`src/rtl/dial_pkg.sv`:
```
// rtl/dial_pkg.sv - shared types and constants for the dial front end
package dial_pkg;

    localparam int DIAL_POSITIONS = 20;
    localparam int COUNT_W        = 5;

    typedef enum logic [2:0] {
        IDLE,
        CW1,
        CW2,
        CW3,
        CCW1,
        CCW2,
        CCW3
    } dial_state_t;

endpackage

```
`src/rtl/debounce_filter.sv`:
```
// rtl/debounce_filter.sv - 2-FF synchronizer followed by a stable-count debounce filter
module debounce_filter #(
    parameter int DEBOUNCE_CYCLES = 4
) (
    input  logic Clk,
    input  logic Rst,
    input  logic din,
    output logic dout
);

    localparam int CNT_W = (DEBOUNCE_CYCLES > 1) ? $clog2(DEBOUNCE_CYCLES) : 1;
    localparam logic [CNT_W-1:0] CNT_LAST = CNT_W'(DEBOUNCE_CYCLES - 1);

    logic             sync1_q, sync1_d;
    logic             sync2_q, sync2_d;
    logic             filt_q, filt_d;
    logic [CNT_W-1:0] cnt_q, cnt_d;

    // The counter only runs while the synchronized input disagrees with the
    // filtered value; the flip happens on the DEBOUNCE_CYCLES-th such edge.
    always_comb begin
        sync1_d = din;
        sync2_d = sync1_q;
        filt_d  = filt_q;
        cnt_d   = '0;
        if (sync2_q != filt_q) begin
            if (cnt_q == CNT_LAST) begin
                filt_d = sync2_q;
            end else begin
                cnt_d = cnt_q + CNT_W'(1);
            end
        end
    end

    always_ff @(posedge Clk) begin
        if (Rst) begin
            sync1_q <= 1'b0;
            sync2_q <= 1'b0;
            filt_q  <= 1'b0;
            cnt_q   <= '0;
        end else begin
            sync1_q <= sync1_d;
            sync2_q <= sync2_d;
            filt_q  <= filt_d;
            cnt_q   <= cnt_d;
        end
    end

    assign dout = filt_q;

endmodule

```
`src/rtl/rotary_dial_tracker.sv`:
```
// rtl/rotary_dial_tracker.sv - quadrature detent decoder and modulo dial position
module rotary_dial_tracker
    import dial_pkg::*;
#(
    parameter int POSITIONS       = DIAL_POSITIONS,
    parameter int DEBOUNCE_CYCLES = 4
) (
    input  logic               Clk,
    input  logic               Rst,
    input  logic               RotA,
    input  logic               RotB,
    input  logic               RotCenter,
    output logic [COUNT_W-1:0] Count,
    output logic               Right,
    output logic               Left,
    output logic               Center,
    output logic               Step
);

    localparam logic [COUNT_W-1:0] COUNT_LAST = COUNT_W'(POSITIONS - 1);

    logic        a_filt, b_filt;
    logic [1:0]  ab;
    dial_state_t state_q, state_d;
    logic        step_cw, step_ccw;

    logic [COUNT_W-1:0] count_q, count_d;
    logic               right_q, right_d;
    logic               left_q, left_d;
    logic               step_q, step_d;

    debounce_filter #(.DEBOUNCE_CYCLES(DEBOUNCE_CYCLES)) u_deb_a (
        .Clk(Clk), .Rst(Rst), .din(RotA), .dout(a_filt)
    );
    debounce_filter #(.DEBOUNCE_CYCLES(DEBOUNCE_CYCLES)) u_deb_b (
        .Clk(Clk), .Rst(Rst), .din(RotB), .dout(b_filt)
    );
    debounce_filter #(.DEBOUNCE_CYCLES(DEBOUNCE_CYCLES)) u_deb_c (
        .Clk(Clk), .Rst(Rst), .din(RotCenter), .dout(Center)
    );

    assign ab = {a_filt, b_filt};

    always_ff @(posedge Clk) begin
        if (Rst) begin
            state_q <= IDLE;
        end else begin
            state_q <= state_d;
        end
    end

    // Codes not listed for a state (including two-bit jumps) hold the state.
    always_comb begin
        state_d = state_q;
        case (state_q)
            IDLE: if (ab == 2'b10) state_d = CW1;  else if (ab == 2'b01) state_d = CCW1;
            CW1:  if (ab == 2'b11) state_d = CW2;  else if (ab == 2'b00) state_d = IDLE;
            CW2:  if (ab == 2'b01) state_d = CW3;  else if (ab == 2'b10) state_d = CW1;
            CW3:  if (ab == 2'b00) state_d = IDLE; else if (ab == 2'b11) state_d = CW2;
            CCW1: if (ab == 2'b11) state_d = CCW2; else if (ab == 2'b00) state_d = IDLE;
            CCW2: if (ab == 2'b10) state_d = CCW3; else if (ab == 2'b01) state_d = CCW1;
            CCW3: if (ab == 2'b00) state_d = IDLE; else if (ab == 2'b11) state_d = CCW2;
            default: state_d = IDLE;
        endcase
    end

    always_comb begin
        step_cw  = (state_q == CW3)  && (ab == 2'b00);
        step_ccw = (state_q == CCW3) && (ab == 2'b00);
    end

    always_comb begin
        count_d = count_q;
        right_d = right_q;
        left_d  = left_q;
        step_d  = 1'b0;
        if (step_cw) begin
            count_d = (count_q == COUNT_LAST) ? '0 : count_q + COUNT_W'(1);
            right_d = 1'b1;
            left_d  = 1'b0;
            step_d  = 1'b1;
        end else if (step_ccw) begin
            count_d = (count_q == '0) ? COUNT_LAST : count_q - COUNT_W'(1);
            right_d = 1'b0;
            left_d  = 1'b1;
            step_d  = 1'b1;
        end
    end

    always_ff @(posedge Clk) begin
        if (Rst) begin
            count_q <= '0;
            right_q <= 1'b0;
            left_q  <= 1'b0;
            step_q  <= 1'b0;
        end else begin
            count_q <= count_d;
            right_q <= right_d;
            left_q  <= left_d;
            step_q  <= step_d;
        end
    end

    assign Count = count_q;
    assign Right = right_q;
    assign Left  = left_q;
    assign Step  = step_q;

endmodule

```
`config.mk`:
```
export PLATFORM = sky130hd
export DESIGN_NAME = rotary_dial_tracker
export DESIGN_NICKNAME = d
export VERILOG_FILES = /design/src/rtl/dial_pkg.sv /design/src/rtl/debounce_filter.sv /design/src/rtl/rotary_dial_tracker.sv
export SDC_FILE = /design/constraint.sdc
export NUM_CORES = 1
export LEC_CHECK = 0
export BUFFER_PORTS_ARGS = -buffer_cell sky130_fd_sc_hd__buf_4
export CORE_MARGIN = 5
export CORE_UTILIZATION = 46
export CTS_CLUSTER_SIZE = 14
export DETAILED_ROUTE_END_ITERATION = 16
export HOLD_SLACK_MARGIN = 0.12
export PLACE_DENSITY = 0.75
export SLEW_MARGIN = 20
export SYNTH_ARGS = -nofsm -noshare
export SYNTH_HDL_FRONTEND = slang
export SYNTH_HIERARCHICAL = 1
export SYNTH_SLANG_ARGS = --single-unit
```
`constraint.sdc`:
```
create_clock -name Clk -period 3.69 [get_ports Clk]
set_input_delay 1.107 -clock Clk [delete_from_list [all_inputs] [get_ports Clk]]
set_output_delay 1.107 -clock Clk [all_outputs]
set_load 0.02 [all_outputs]
```
Yosys cells after proc, flatten, opt, wreduce, memory -nomap -nowiden

Cells that the tools add are included.

Register bits after elaboration: 26
Bits of input ports: 5

Add/sub/neg operators: 5
Equal/unequal tests: 19
Muxes and demuxes: 21
Bitwise operators: 3
Reduce and logical (&&, ||, !) cells: 14

Operators by type and width:

| cell                                                | number |
|---|---|
| two-way mux 3 bit                                   | 12 |
| one-hot mux 3 bit (7 select lines)                  | 1 |
| two-way mux 5 bit                                   | 4 |
| equality test 2 bit, second input constant          | 5 |
| equality test 3 bit, second input constant          | 3 |
| inequality test 3 bit, second input constant        | 3 |
| OR reduction 3 bit                                  | 3 |
| adder 2 x 1 -> 2 bit, second input constant         | 3 |
| equality test 3 x 2 -> 1 bit, second input constant | 2 |
| AND reduction 2 bit                                 | 3 |
| adder 5 x 1 -> 5 bit, second input constant         | 1 |
| equality test 5 bit, second input constant          | 1 |
| zero test 5 bit                                     | 1 |
| subtractor 5 x 1 -> 5 bit, second input constant    | 1 |
| two-way mux 1 bit                                   | 4 |
| equality test 3 x 1 -> 1 bit, second input constant | 1 |
| zero test 3 bit                                     | 1 |
| inequality test 1 bit                               | 3 |
| NOT 1 bit                                           | 3 |
| AND reduction 3 bit                                 | 1 |
| equality test 2 x 1 -> 1 bit, second input constant | 1 |
| logical AND 1 bit                                   | 2 |
| zero test 2 bit                                     | 1 |
| nonzero test 2 bit                                  | 1 |
| OR reduction 2 bit                                  | 1 |

Longest topological paths before layout

Word-level depth: 4
Depth in mapped cells: 7
Depth with buffers taken out: 6

Hierarchy

The synthesis kept the hierarchy.

Modules (own cells, without submodules):

| module              | instances | cells an instance | area an instance (um^2) | seq. area each (um^2) |
|---|---|---|---|---|
| rotary_dial_tracker | 1         | 117               | 968.4                   | 220.2 |
| debounce_filter     | 3         | 13                | 168.9                   | 100.1 |

Worst setup path before layout

No wires, ideal clock.

Kind: reg2out
Start point: register count_q[2], in the netlist Count[2]
End point: output Count[2]
Arrival: 517 ps
Data required time: 2583 ps
Path slack: 2066 ps
Cell stages (with the launch flop): 1
Path through: dfxtp_1

RTL lines:

| what                     | RTL line                  | source |
|---|---|---|
| start: declaration       | rotary_dial_tracker.sv:27 | `logic [COUNT_W-1:0] count_q, count_d;` |
| start signal: assignment | rotary_dial_tracker.sv:97 | `count_q <= count_d;` |
| end: declaration         | rotary_dial_tracker.sv:13 | `output logic [COUNT_W-1:0] Count,` |

No word-level cell between the ends.

Worst setup path after layout

Start point: register count_q[3], in the netlist Count[3]
End point: output Count[3]

No word-level cell between the ends.

==> flow_metrics.py <==
metrics = {
    "status": {
        "outcome": "finished, final reports clean",
    },
    "routing": {
        "routed_wl_mm": 2.82,
        "drt-pass1-iter-count": 4,
        "drt.antenna.violating_nets": 0,
        "via_count": 1132,
        "wire_per_inst_um": 13.5,
        "drc": 0,
        "avgViaCountPerCell": 5.42,
        "drt_iter0_markers": 36,
    },
    "critical_path": {
        "cp_data_required_time_ps": 2580,
        "crit_chain": "buf_4",
        "path_buf_inv": 1,
        "path_class": "flop to primary output",
        "cp-end-kind": "primary output",
        "cp.arrival_ps": 1120,
        "crit_path_start_kind": "flop",
        "cpPeakStageDelay_ps": 580,
        "cp_slowest_cell": "dfxtp_1",
        "cp_max_fo": 12,
        "path_delay_family": "flip-flops",
    },
    "logic_synthesis": {
        "synthArstFlopShare_pct": 0,
        "synth-edff-count": 0,
        "ys.flop_type": "dfxtp_1",
        "yosysSeqAreaShare_pct": 35.3,
        "ys_seq_elements": 26,
        "yosys_warnings": 6,
        "synth_area_um2": 1480,
        "yosysUniqueCellTypes": 44,
        "syn_nets": 171,
        "syn_inst": 156,
        "avgSynthCellArea_um2": 9.46,
    },
    "sta": {
        "finalCritPeriodShare_pct": 60.5,
        "fmax_ghz": 0.448,
        "finClkSkew_ps": 2.34,
        "setup_viol": 0,
        "setup_tns_ps": 0,
        "final-hold-violation-count": 0,
        "rsz0062_at_grt": "false",
        "slew_viol_final": 0,
        "period_needed_ps": 2230,
        "slew_headroom_pct": 52.9,
        "tightestPinTransition_ps": 706,
    },
    "global_routing": {
        "grt_max_degree": 27,
        "gr-total-overflow": 0,
        "grtUsageTotal_pct": 14.0,
        "antenna_found_initial": 0,
        "grt_pass1_wl_mm": 4.86,
        "grt_pass1_vias": 1122,
    },
    "floorplan": {
        "start_util_pct": 48.3,
        "die_width_um": 66.6,
        "die-area_um2": 4440,
        "ios": 14,
        "core_area_um2": 3050,
        "fp.dieH_um": 66.6,
        "rows": 20,
    },
    "cts": {
        "cts_resized": 0,
        "cts_hold_buf": 0,
        "clk_path_buf_depth": 2,
        "clk_pin_slew_ps": 150,
        "postCtsSetupRepairBufs": 0,
        "h-tree-depth": 1,
        "cts_tree": "done",
        "clk_latency_ps": 330,
        "numCtsBuffers": 3,
        "cts_sinks": 26,
        "clockRootBuffer": "clkbuf_4",
    },
    "place": {
        "gp_congestion": 0.922,
        "port_buffers": 13,
        "place.detailed.hpwl_mm": 2.03,
    },
    "power": {
        "power_density_nw_per_um2": 332,
        "power_leakage_nw": 0.589,
        "ir_worst_vdd_mv": 0.194,
    },
    "flow_run": {
        "drv_cap": 0,
    },
    "layout": {
        "drive_above_1_share_pct": 18.2,
        "utilization_pct": 52.1,
        "synthToLayoutAreaGrowth_pct": 7.80,
        "nets": 181,
        "antenna_cells": 0,
        "fillers": 299,
    },
    "hold_path": {
        "min_path_type": "flop to flop",
    },
}
==> final timing paths <==
path / from / to / slack (ps) / cells after the start
max: Count[3]$_SDFFE_PP0P_ / Count[3] / 1460 / 1
min reg2reg: u_deb_a/cnt_q[0]$_SDFF_PP0_ / u_deb_a/cnt_q[0]$_SDFF_PP0_ / 450 / 1
min: u_deb_a/cnt_q[0]$_SDFF_PP0_ / u_deb_a/cnt_q[0]$_SDFF_PP0_ / 450 / 1
max reg2reg: u_deb_a/dout$_SDFFE_PP0P_ / Count[3]$_SDFFE_PP0P_ / 1900 / 6
==> Yosys cell counts (3+ instances only) <==
master,number,area (µm²)
a211oi_1,3,22.5
a21oi_1,5,25.0
a31oi_1,4,25.0
and2b_2,4,35.0
clkbuf_8,4,55.1
dfxtp_1,26,521
ha_1,10,125
inv_1,5,18.8
mux2i_1,5,50.1
nand2_1,11,41.3
nand2b_1,3,18.8
nand3_1,3,15.0
nand4_1,3,18.8
nor2_1,14,52.6
nor2b_1,8,50.1
nor4_1,3,18.8
nor4b_2,3,45.0
o21ai_0,9,45.0
xnor2_1,3,26.3
==> worst register-to-register path: stages (launching register included) <==
cell and delay (ps):
dfxtp_1 400, inv_1 100, ha_1 320, and2_1 360, o21ai_0 150, a211oi_1 300
nor4_2 60
==> cells by family (layout without fill, tap and decap cells) <==
| family | count (synthesis) | in the layout | synth area share [%] |
|---|---|---|---|
| compound gates | 32 | 32 | 14.5 |
| simple gates | 66 | 66 | 28.4 |
| flops | 26 | 26 | 35.3 |
| buf+inv | 13 | 22 | 7.38 |
| fa+ha+maj | 10 | 10 | 8.48 |
| xor+xnor | 3 | 3 | 1.78 |
| mux | 6 | 6 | 4.16 |
==> sequential cells by signal, indices dropped and copies added (netlist names) <==
signal and flops:
Count 5, u_deb_c/cnt_q 2, Left 1, u_deb_b/cnt_q 2
u_deb_b/sync1_q 1, u_deb_a/sync1_q 1, u_deb_b/sync2_q 1, Step 1
u_deb_c/sync2_q 1, u_deb_a/cnt_q 2, u_deb_c/dout 1, state_q 3
u_deb_a/sync2_q 1, u_deb_c/sync1_q 1, Right 1, u_deb_a/dout 1
u_deb_b/dout 1
==> stage by stage <==
step / cell area (µm²) / total power [W] / cells / hold WS [ps] / worst slack (ps)
after floorplan: 1480 / 0.000321 / 156 / 404 / 2070
after detailed placement: 1540 / 0.000334 / 205 / 423 / 1840
final: 1590 / 0.000529 / 209 / 448 / 1460
after global placement: 1540 / 0.000332 / 205 / 415 / 1890
after CTS: 1590 / 0.000535 / 209 / 443 / 1450
after global routing: 1590 / 0.000550 / 209 / 455 / 1390
==> routing by layer <==
| metal | track usage (%) | share of wire [%] |
|---|---|---|
| met1 | 15.0 | 44 |
| met2 | 26.5 | 51 |
| met3 | 2.53 | 2.8 |
| met4 | 6.09 | 2.5 |
| met5 | 0 | 0 |
==> power breakdown <==
| group | internal (W) | switching [W] |
|---|---|---|
| registers | 0.000287 | 0.00000466 |
| clock network | 0.000110 | 0.0000909 |
| logic | 0.0000177 | 0.0000182 |
| total | 0.000415 | 0.000114 |
==> area by class of cell <==
type	instances	area, µm²	share of cell area, %
Multi-Input combinational cell	117	846	53.2
Sequential cell	26	520	32.7
Tap cell	44	55.1	3.46
Inverter	5	18.8	1.18
Timing Repair Buffer	13	97.6	6.14
Clock buffer	3	22.5	1.42
Clock inverter	1	30.0	1.89
==> layout by cell type (no fill, tap or decap), types with 5 or more instances in the layout <==
cell and n:
a21oi_1 5, buf_4 13, dfxtp_1 26, ha_1 10, inv_1 5, mux2i_1 5, nand2_1 11, nor2_1 14
nor2b_1 8, o21ai_0 9
Power figures use the tool's default switching activity.
